--- src/rtl/cordic_engine.sv ---
// -----------------------------------------------------------------------------
// cordic_engine
//
// Iterative single-clock CORDIC engine. In rotation mode it rotates (x, y) by
// theta. In vectoring mode it drives y to zero and returns the magnitude (in x)
// and the angle (in theta). A quadrant pre-rotation step gives full +/-pi
// coverage. Magnitudes are not gain-compensated and are scaled by K ~ 1.6468.
// Angles are binary: 2^(WIDTH-1) represents pi.
//
// Ports
//   clk_i          clock; all state changes on the rising edge
//   rst_ni         asynchronous active-low reset
//   in_valid_i     operands present
//   in_ready_o     engine idle and able to accept (registered)
//   in_mode_i      0 = rotation, 1 = vectoring
//   in_x_i/in_y_i  signed operands, WIDTH bits
//   in_theta_i     signed binary angle, WIDTH bits
//   out_valid_o    result present (registered)
//   out_ready_i    consumer takes the result
//   out_x_o/out_y_o  signed results, saturated to WIDTH bits
//   out_theta_o    signed binary angle result (wraps, no saturation)
// -----------------------------------------------------------------------------
module cordic_engine #(
    parameter int WIDTH = 16,
    parameter int ITERS = 16
) (
    input  logic             clk_i,
    input  logic             rst_ni,
    input  logic             in_valid_i,
    output logic             in_ready_o,
    input  logic             in_mode_i,
    input  logic [WIDTH-1:0] in_x_i,
    input  logic [WIDTH-1:0] in_y_i,
    input  logic [WIDTH-1:0] in_theta_i,
    output logic             out_valid_o,
    input  logic             out_ready_i,
    output logic [WIDTH-1:0] out_x_o,
    output logic [WIDTH-1:0] out_y_o,
    output logic [WIDTH-1:0] out_theta_o
);

    // Two bits of headroom above the operand width for the CORDIC gain.
    localparam int IW = WIDTH + 2;
    localparam int CW = $clog2(ITERS);

    localparam logic [WIDTH-1:0]    QUARTER = {2'b01, {(WIDTH-2){1'b0}}};
    localparam logic signed [IW-1:0] SAT_MAX = {3'b000, {(WIDTH-1){1'b1}}};
    localparam logic signed [IW-1:0] SAT_MIN = {3'b111, {(WIDTH-1){1'b0}}};
    localparam logic [CW-1:0]       LAST_IDX = CW'(ITERS - 1);

    typedef enum logic [1:0] {
        S_IDLE = 2'd0,
        S_PRE  = 2'd1,
        S_ITER = 2'd2,
        S_DONE = 2'd3
    } state_e;

    // atan(2^-i) scaled so that 2^31 = pi, rounded half-up to WIDTH bits.
    function automatic logic [WIDTH-1:0] atan_rom(input logic [CW-1:0] idx);
        logic [4:0]  k;
        logic [31:0] raw;
        logic [32:0] rnd;
        k = 5'(idx);
        case (k)
            5'd0:    raw = 32'd536870912;
            5'd1:    raw = 32'd316933406;
            5'd2:    raw = 32'd167458907;
            5'd3:    raw = 32'd85004756;
            5'd4:    raw = 32'd42667331;
            5'd5:    raw = 32'd21354465;
            5'd6:    raw = 32'd10679838;
            5'd7:    raw = 32'd5340245;
            5'd8:    raw = 32'd2670163;
            5'd9:    raw = 32'd1335087;
            5'd10:   raw = 32'd667544;
            5'd11:   raw = 32'd333772;
            5'd12:   raw = 32'd166886;
            5'd13:   raw = 32'd83443;
            5'd14:   raw = 32'd41722;
            5'd15:   raw = 32'd20861;
            5'd16:   raw = 32'd10430;
            5'd17:   raw = 32'd5215;
            5'd18:   raw = 32'd2608;
            5'd19:   raw = 32'd1304;
            5'd20:   raw = 32'd652;
            5'd21:   raw = 32'd326;
            5'd22:   raw = 32'd163;
            5'd23:   raw = 32'd81;
            5'd24:   raw = 32'd41;
            5'd25:   raw = 32'd20;
            5'd26:   raw = 32'd10;
            5'd27:   raw = 32'd5;
            5'd28:   raw = 32'd3;
            5'd29:   raw = 32'd1;
            5'd30:   raw = 32'd1;
            default: raw = 32'd0;
        endcase
        rnd = {1'b0, raw} + (33'd1 << (31 - WIDTH));
        return rnd[(32-WIDTH) +: WIDTH];
    endfunction

    // Clamp an internal-width value to the signed WIDTH-bit range.
    function automatic logic [WIDTH-1:0] sat(input logic signed [IW-1:0] v);
        logic [WIDTH-1:0] r;
        if (v > SAT_MAX) begin
            r = SAT_MAX[WIDTH-1:0];
        end else if (v < SAT_MIN) begin
            r = SAT_MIN[WIDTH-1:0];
        end else begin
            r = v[WIDTH-1:0];
        end
        return r;
    endfunction

    state_e                 state_q, state_d;
    logic [CW-1:0]          cnt_q, cnt_d;
    logic                   mode_q, mode_d;
    logic signed [IW-1:0]   x_q, x_d;
    logic signed [IW-1:0]   y_q, y_d;
    logic [WIDTH-1:0]       z_q, z_d;
    logic                   in_ready_q, in_ready_d;
    logic                   out_valid_q, out_valid_d;
    logic [WIDTH-1:0]       out_x_q, out_x_d;
    logic [WIDTH-1:0]       out_y_q, out_y_d;
    logic [WIDTH-1:0]       out_theta_q, out_theta_d;

    logic signed [IW-1:0]   x_sh_s, y_sh_s;
    logic [WIDTH-1:0]       rom_s;
    logic                   dir_pos_s;

    assign x_sh_s = x_q >>> cnt_q;
    assign y_sh_s = y_q >>> cnt_q;
    assign rom_s  = atan_rom(cnt_q);
    // d = +1: rotation drives z toward zero, vectoring drives y toward zero.
    assign dir_pos_s = mode_q ? y_q[IW-1] : ~z_q[WIDTH-1];

    // Next-state, datapath and result-register logic.
    always_comb begin
        state_d     = state_q;
        cnt_d       = cnt_q;
        mode_d      = mode_q;
        x_d         = x_q;
        y_d         = y_q;
        z_d         = z_q;
        out_x_d     = out_x_q;
        out_y_d     = out_y_q;
        out_theta_d = out_theta_q;

        case (state_q)
            S_IDLE: begin
                if (in_valid_i && in_ready_q) begin
                    mode_d  = in_mode_i;
                    x_d     = {{2{in_x_i[WIDTH-1]}}, in_x_i};
                    y_d     = {{2{in_y_i[WIDTH-1]}}, in_y_i};
                    z_d     = in_theta_i;
                    cnt_d   = {CW{1'b0}};
                    state_d = S_PRE;
                end else begin
                    state_d = S_IDLE;
                end
            end
            S_PRE: begin
                // Fold the operand into the right half-plane so the
                // micro-rotations (total ~99.9 deg) can reach it.
                if (!mode_q) begin
                    if (!z_q[WIDTH-1] && (z_q >= QUARTER)) begin
                        x_d = -y_q;
                        y_d = x_q;
                        z_d = z_q - QUARTER;
                    end else if (z_q[WIDTH-1] && ($signed(z_q) < -$signed({1'b0, QUARTER}))) begin
                        x_d = y_q;
                        y_d = -x_q;
                        z_d = z_q + QUARTER;
                    end else begin
                        z_d = z_q;
                    end
                end else begin
                    if (x_q[IW-1] && !y_q[IW-1]) begin
                        x_d = y_q;
                        y_d = -x_q;
                        z_d = z_q + QUARTER;
                    end else if (x_q[IW-1] && y_q[IW-1]) begin
                        x_d = -y_q;
                        y_d = x_q;
                        z_d = z_q - QUARTER;
                    end else begin
                        z_d = z_q;
                    end
                end
                state_d = S_ITER;
            end
            S_ITER: begin
                if (dir_pos_s) begin
                    x_d = x_q - y_sh_s;
                    y_d = y_q + x_sh_s;
                    z_d = z_q - rom_s;
                end else begin
                    x_d = x_q + y_sh_s;
                    y_d = y_q - x_sh_s;
                    z_d = z_q + rom_s;
                end
                if (cnt_q == LAST_IDX) begin
                    cnt_d       = {CW{1'b0}};
                    state_d     = S_DONE;
                    out_x_d     = sat(x_d);
                    out_y_d     = sat(y_d);
                    out_theta_d = z_d;
                end else begin
                    cnt_d = cnt_q + {{(CW-1){1'b0}}, 1'b1};
                end
            end
            S_DONE: begin
                if (out_ready_i) begin
                    state_d = S_IDLE;
                end else begin
                    state_d = S_DONE;
                end
            end
            default: begin
                state_d = S_IDLE;
                cnt_d   = {CW{1'b0}};
            end
        endcase

        in_ready_d  = (state_d == S_IDLE);
        out_valid_d = (state_d == S_DONE);
    end

    // State, datapath and registered handshake/result outputs.
    always_ff @(posedge clk_i or negedge rst_ni) begin
        if (!rst_ni) begin
            state_q     <= S_IDLE;
            cnt_q       <= {CW{1'b0}};
            mode_q      <= 1'b0;
            x_q         <= {IW{1'b0}};
            y_q         <= {IW{1'b0}};
            z_q         <= {WIDTH{1'b0}};
            in_ready_q  <= 1'b0;
            out_valid_q <= 1'b0;
            out_x_q     <= {WIDTH{1'b0}};
            out_y_q     <= {WIDTH{1'b0}};
            out_theta_q <= {WIDTH{1'b0}};
        end else begin
            state_q     <= state_d;
            cnt_q       <= cnt_d;
            mode_q      <= mode_d;
            x_q         <= x_d;
            y_q         <= y_d;
            z_q         <= z_d;
            in_ready_q  <= in_ready_d;
            out_valid_q <= out_valid_d;
            out_x_q     <= out_x_d;
            out_y_q     <= out_y_d;
            out_theta_q <= out_theta_d;
        end
    end

    assign in_ready_o  = in_ready_q;
    assign out_valid_o = out_valid_q;
    assign out_x_o     = out_x_q;
    assign out_y_o     = out_y_q;
    assign out_theta_o = out_theta_q;

endmodule

--- config.mk ---
export PLATFORM = sky130hd
export DESIGN_NAME = cordic_engine
export DESIGN_NICKNAME = d
export VERILOG_FILES = /design/src/rtl/cordic_engine.sv
export SDC_FILE = /design/constraint.sdc
export NUM_CORES = 1
export LEC_CHECK = 0
export ABC_CLOCK_PERIOD_IN_PS = 10000
export CAP_MARGIN = 10
export CORE_ASPECT_RATIO = 0.8
export CORE_UTILIZATION = 39
export DETAILED_ROUTE_END_ITERATION = 12
export DONT_BUFFER_PORTS = 1
export GPL_ROUTABILITY_DRIVEN = 0
export GPL_TIMING_DRIVEN = 0
export PLACE_DENSITY_LB_ADDON = 0.2
export SETUP_SLACK_MARGIN = 0.2
export SLEW_MARGIN = 20
export SYNTH_ARGS = -nofsm -noshare
export SYNTH_HDL_FRONTEND = slang
export SYNTH_SLANG_ARGS = --single-unit
--- constraint.sdc ---
create_clock -name clk_i -period 10 [get_ports clk_i]
set_clock_uncertainty 0.1 [all_clocks]
set_input_delay 2 -clock clk_i [delete_from_list [all_inputs] [get_ports clk_i]]
set_output_delay 2 -clock clk_i [all_outputs]
set_load 0.02 [all_outputs]
* Word-level counts from Yosys, hierarchy flattened *
Memories as Yosys holds them, arrays and structs flattened.
Index checks and enable logic that the tools add are counted.

word-level totals
  register bits = 109
  word-level logic and storage cells = 94
  memories kept = 1
  ROM bits = 480

operators by class
  muxes and demuxes = 38
  bitwise operators = 1
  reductions and logical operators = 15
  magnitude comparators = 6
  $add $sub $neg = 12
  eq/ne operators = 8
  shift operators = 2

memories
  memory           depth  width  rd ports  clocked after Yosys merged registers in  wr ports  RTL line  source
  (no name shown)  16     30     1         0                                        0         64        case (k)

operator list
  kind                                                                 number
  two-way mux 18 bit                                                   16
  two-way mux 16 bit                                                   11
  one-hot mux 18 bit (3 select lines)                                  2
  one-hot mux 16 bit (3 select lines)                                  1
  adder 18 bit                                                         2
  > comparator 18 x 16 -> 1 bit, second input constant                 2
  < comparator 18 x 16 -> 1 bit, second input constant                 2
  negator 18 bit                                                       2
  >>> shifter 18 x 4 -> 18 bit                                         2
  subtractor 18 bit                                                    2
  adder 32 x 16 -> 32 bit, second input constant                       1
  adder 16 x 15 -> 16 bit, second input constant                       1
  adder 16 bit                                                         1
  greater-or-equal comparator 16 x 15 -> 1 bit, second input constant  1
  < comparator 16 x 15 -> 1 bit, second input constant                 1
  subtractor 16 x 15 -> 16 bit, second input constant                  1
  subtractor 16 bit                                                    1
  two-way mux 4 bit                                                    2
  != test 4 bit, second input constant                                 2
  one-hot mux 2 bit (4 select lines)                                   1
  one-hot mux 4 bit (2 select lines)                                   1
  == test 2 bit, second input constant                                 3
  AND reduction 2 bit                                                  3
  logical AND 1 bit                                                    5
  other kinds (12)                                                     16

* Depth between registers and ports, before layout *
  depth after elaboration = 7
  mapped depth = 26
  gate-level depth less buffers = 23

* Worst setup path before layout *
OpenSTA, ideal clock, no wires.

  kind = register to register
  from = register cnt_q[0]
  to = register out_y_q[13], in the netlist out_y_o[13]
  arrival time = 5.630 ns
  data required time = 9.779 ns
  setup time = 0.121 ns
  buffers on the path = 4
  path slack = 4.149 ns
  stages on the path, launching flop included = 24
  cell sequence = dfrtp_1 -> buf_6 -> buf_2 -> buf_1 -> mux4_2 -> or2_2 -> a21oi_1 -> and4b_1 -> and3_1 -> nand3_1 -> o21ai_0 -> xnor2_1 -> ha_1 -> a21o_1 -> or3_1 -> o21ai_0 -> a31oi_1 -> a21oi_1 -> xnor2_1 -> a221o_1 -> a21oi_1 -> buf_4 -> nor2_1 -> o22a_1

between the ends
  cells in the longest elaborated chain, start to end = 7

RTL lines
  element                                            RTL line  source
  start: declaration                                 116       logic [CW-1:0] cnt_q, cnt_d;
  start signal: assignment                           233       cnt_q <= {CW{1'b0}};
  start signal: assignment                           245       cnt_q <= cnt_d;
  >>> shifter 18 x 4 -> 18 bit                       131       assign x_sh_s = x_q >>> cnt_q;
  subtractor 18 bit or adder 18 bit (tied branches)  199, 195
  two-way mux 18 bit                                 193       if (dir_pos_s) begin
  two-way mux 18 bit                                 149       case (state_q)
  < comparator 18 x 16 -> 1 bit                      107       end else if (v < SAT_MIN) begin
  two-way mux 16 bit                                 107
  two-way mux 16 bit                                 105       if (v > SAT_MAX) begin
  end signal: assignment                             241       out_y_q <= {WIDTH{1'b0}};
  end signal: assignment                             253       out_y_q <= out_y_d;
  end: declaration                                   124       logic [WIDTH-1:0] out_y_q, out_y_d;

Parallel ways exist; a longest one is shown, timed or not. The select of a mux whose other input is x is not followed.
A chain may end at the register's enable or synchronous reset.

* Worst setup path after layout *
  from = register cnt_q[1]
  to = register out_y_q[6], in the netlist out_y_o[6]

The elaborated chain is that of the path after synthesis.

==> results by group <==
Min path
  – WHS Path Cells: 1
  – Worst Hold Class: flop to flop
  – Hold-critical path endpoint: z_q[10]
  – Hold path startpoint: z_q[10]

Run status
  – Failing checks: design-rule violations
  – Status: finished, violations left

Synth
  – Top-area cell type share of the netlist area: about a quarter
  – Largest family of logic cells by synthesized area: compound AO/OA/AOI/OAI gates
  – Sequential area share after synthesis: ~24%
  – Post-synthesis net count: roughly 1500
  – Asr flop ratio synth: 100%
  – Post-Synth XOR/XNOR Area: under 10%
  – Syn Area/Cell: about 8.2 um^2
  – Simple-Gate Fraction of Synth Area: between 10% and 20%
  – Synthesized-area fraction occupied by adder cells: roughly 8.0%
  – Synthesis-stage register bit count: 109
  – EDFF count, synth: 0
  – Prevailing post-synth register cell: dfrtp_1
  – Compound-Gate Fraction of Synth Area: approximately a quarter
  – Synthesized area: 11400 um^2
  – Mapped Cells: 1380
  – Distinct cells, synth: a little under 80
  – Yosys top cell by area: dfrtp_1
  – Synthesis Warnings: 0
  – Top post-synthesis cells by area: dfrtp_1 24%, ha_1 7.5%, mux4_2 6.3%
  – Proportion of synthesized area in mux cells: a little over a tenth
  – Most instantiated library cell after synthesis: nor2_1
  – Top cells by count, synth: 142 x nor2_1, 138 x nand2_1, 109 x dfrtp_1

GRT
  – Total Routing Usage GR: around 30%
  – Largest net degree at the start of global routing: 110
  – Grt total ovfl: 0
  – Initial antenna violation count: 0
  – First-pass GRT wire length: 67000 um
  – Vias in the first global route: 11000

Floorplan
  – Die ar.: slightly below 30000 um^2
  – Core area: approximately 28000 um^2
  – Site row count: 55
  – Initial core utilization: 39.9%
  – Die X: about 190 um
  – I/O Pins: 103
  – Die Span Y: ~150 um

Clocking
  – Post-CTS Resized: 0
  – Clk slew on worst S/H paths: ~80 ps
  – Largest buffer count on any clock path: 2
  – Clock Sinks: roughly 110
  – Post-CTS Hold Buffers: 0
  – H-tree levels: 3
  – CTS buffer count: 9
  – TritonCTS clock tree: built
  – Post-CTS setup buffers: 0
  – Clock Latency Late Sink: 380 ps
  – Root buffer cell: clkbuf_16

Route
  – Remaining DRCs: 1
  – 1st-pass router iterations: 12
  – DR vias/cell: 6.48
  – Detailed Route WL: ~45000 um
  – DRT met1 WL: slightly below 20000 um
  – Highest routed layer: met4
  – Wirelength per Cell: 25.3 um
  – Met3 wire len: 5120 um
  – Via count: approximately 11000
  – Met2 Routed Length: 18700 um
  – Starting DRT DRC Count: around 1500
  – Remaining antenna violation count: 0

Timing
  – Final Hold Viols: 0
  – Max_slew headroom: 37.4%
  – RSZ-0062 raised after global routing: no
  – Setup_tns: 0 ps
  – Max Slew Vio Count: 0
  – Fin crit period: between 7000 and 8000 ps
  – Slew @ Worst Pin: ~940 ps
  – Tcrit/Tclk final: between 70% and 80%
  – Peak Freq: about 0.13 GHz
  – Final setup vio count: 0

Critical path
  – Crit-path max FO: 10
  – Critical path capture point type: flop
  – Reg2Reg Setup Slack: roughly 2400 ps
  – Crit start category: flop
  – Reg2Reg Depth: 25
  – CP required: just over 10000 ps
  – Reg2Reg Launch Point: cnt_q[1]
  – Worst Setup Path Type: flop to flop
  – Reg2reg end: out_y_o[6]
  – CP Data Arrival Time: ~7700 ps

Final layout
  – Layout cells sized above 1: 7.45%
  – Fillers: around 3000
  – Fin nets: between 1500 and 2000
  – Antenna diodes: 0
  – Sequential Area: approximately 2700 um^2
  – Area Growth Syn to Fin: 7.12%
  – Footprint of the multi-input gates: 8030 um^2

Flow run
  – Max-cap violations: 0

Placement
  – Hpwl dp: 33900 um
  – Input/output buffers: 0
==> kinds of logic (layout without fill, tap and decap cells) <==
kind of cell | Yosys count | after routing
buf+inv | 151 | 167
flops | 109 | 109
fa+ha+maj | 71 | 71
xor+xnor | 125 | 125
compound gates | 436 | 436
mux | 82 | 82
simple gates | 406 | 406
==> worst max-delay path by stage <==
stage	start	end	slack (ps)	cells after the start
CTS	cnt_q[1]	out_y_o[3]	2560	25
detailed placement	cnt_q[1]	out_y_o[3]	2590	25
floorplan	cnt_q[0]	out_y_o[13]	4150	23
global route	cnt_q[1]	out_y_o[10]	1950	24
global placement	cnt_q[1]	out_y_o[6]	2670	25
finish	cnt_q[1]	out_y_o[6]	2430	25
==> state kept, by name, summed over array words and instances (netlist names) <==
name,flops
state_q,2
mode_q,1
x_q,18
out_x_o,16
y_q,18
out_theta_o,16
cnt_q,4
out_valid_o,1
z_q,16
out_y_o,16
in_ready_o,1
==> placed cells by master (no fill, tap or decap), types with 12 or more instances in the layout <==
master / Yosys / final
mux2i_1: 33 / 33
a221oi_1: 18 / 18
mux4_2: 32 / 32
o21ai_0: 106 / 106
o22ai_1: 12 / 12
buf_2: 15 / 15
a21oi_1: 100 / 100
nor3_1: 18 / 18
nor2_1: 142 / 142
dfrtp_1: 109 / 109
nor2b_1: 23 / 23
o31ai_1: 26 / 26
o21a_1: 21 / 21
mux2_2: 16 / 16
o22a_1: 17 / 17
xor2_1: 51 / 51
and2_1: 16 / 16
xnor2_1: 72 / 72
clkbuf_1: 73 / 73
inv_1: 47 / 47
ha_1: 68 / 68
nand2b_1: 13 / 13
a221o_1: 16 / 16
a31oi_1: 14 / 14
nand2_1: 138 / 138
==> critical path, cell delays in order (launching register included) <==
cell and delay, ps:
dfrtp_1 410, buf_2 250, buf_2 250, buf_2 380, buf_2 380, buf_1 560
mux4_2 420, o22ai_1 290, a21o_1 230, ha_1 210, nor2b_1 330, nand3_1 140
o21ai_0 250, xnor2_1 200, ha_1 340, a21o_1 200, or3_1 330, o21ai_0 80
a31oi_1 100, a21oi_1 440, xnor2_1 200, a221o_1 330, a21oi_1 500, buf_4 270
nor2_1 70, o22a_1 170
==> through the flow <==
step | area [um^2] | hold WS [ps] | worst slack (ps) | utilization [%] | cells
CTS | 12200 | 412 | 2560 | 42.7 | 1766
global placement | 11800 | 389 | 2670 | 41.5 | 1750
floorplan | 11400 | 371 | 4150 | - | 1380
global route | 12200 | 445 | 1950 | 42.7 | 1766
finish | 12200 | 410 | 2430 | 42.7 | 1766
detailed placement | 11800 | 393 | 2590 | 41.5 | 1750
==> cell type report <==
type	instances	area share (%)
plain buffers	99	3.36
clock buffers	9	1.85
clock inverters	7	0.997
inverters	52	1.60
multi-input cells	1120	66.0
flip-flops and latches	109	22.4
well taps	370	3.80
==> per-layer routing <==
metal | vias up | global-route usage [%]
met3 | 109 | 8.19
met2 | 719 | 43.2
li1 | 5066 | -
met4 | 0 | 11.1
met1 | 5557 | 42.9
met5 | - | 0
Power is not shown: default switching activity piles up to over one toggle a cycle in this logic, so the estimate is an artifact.
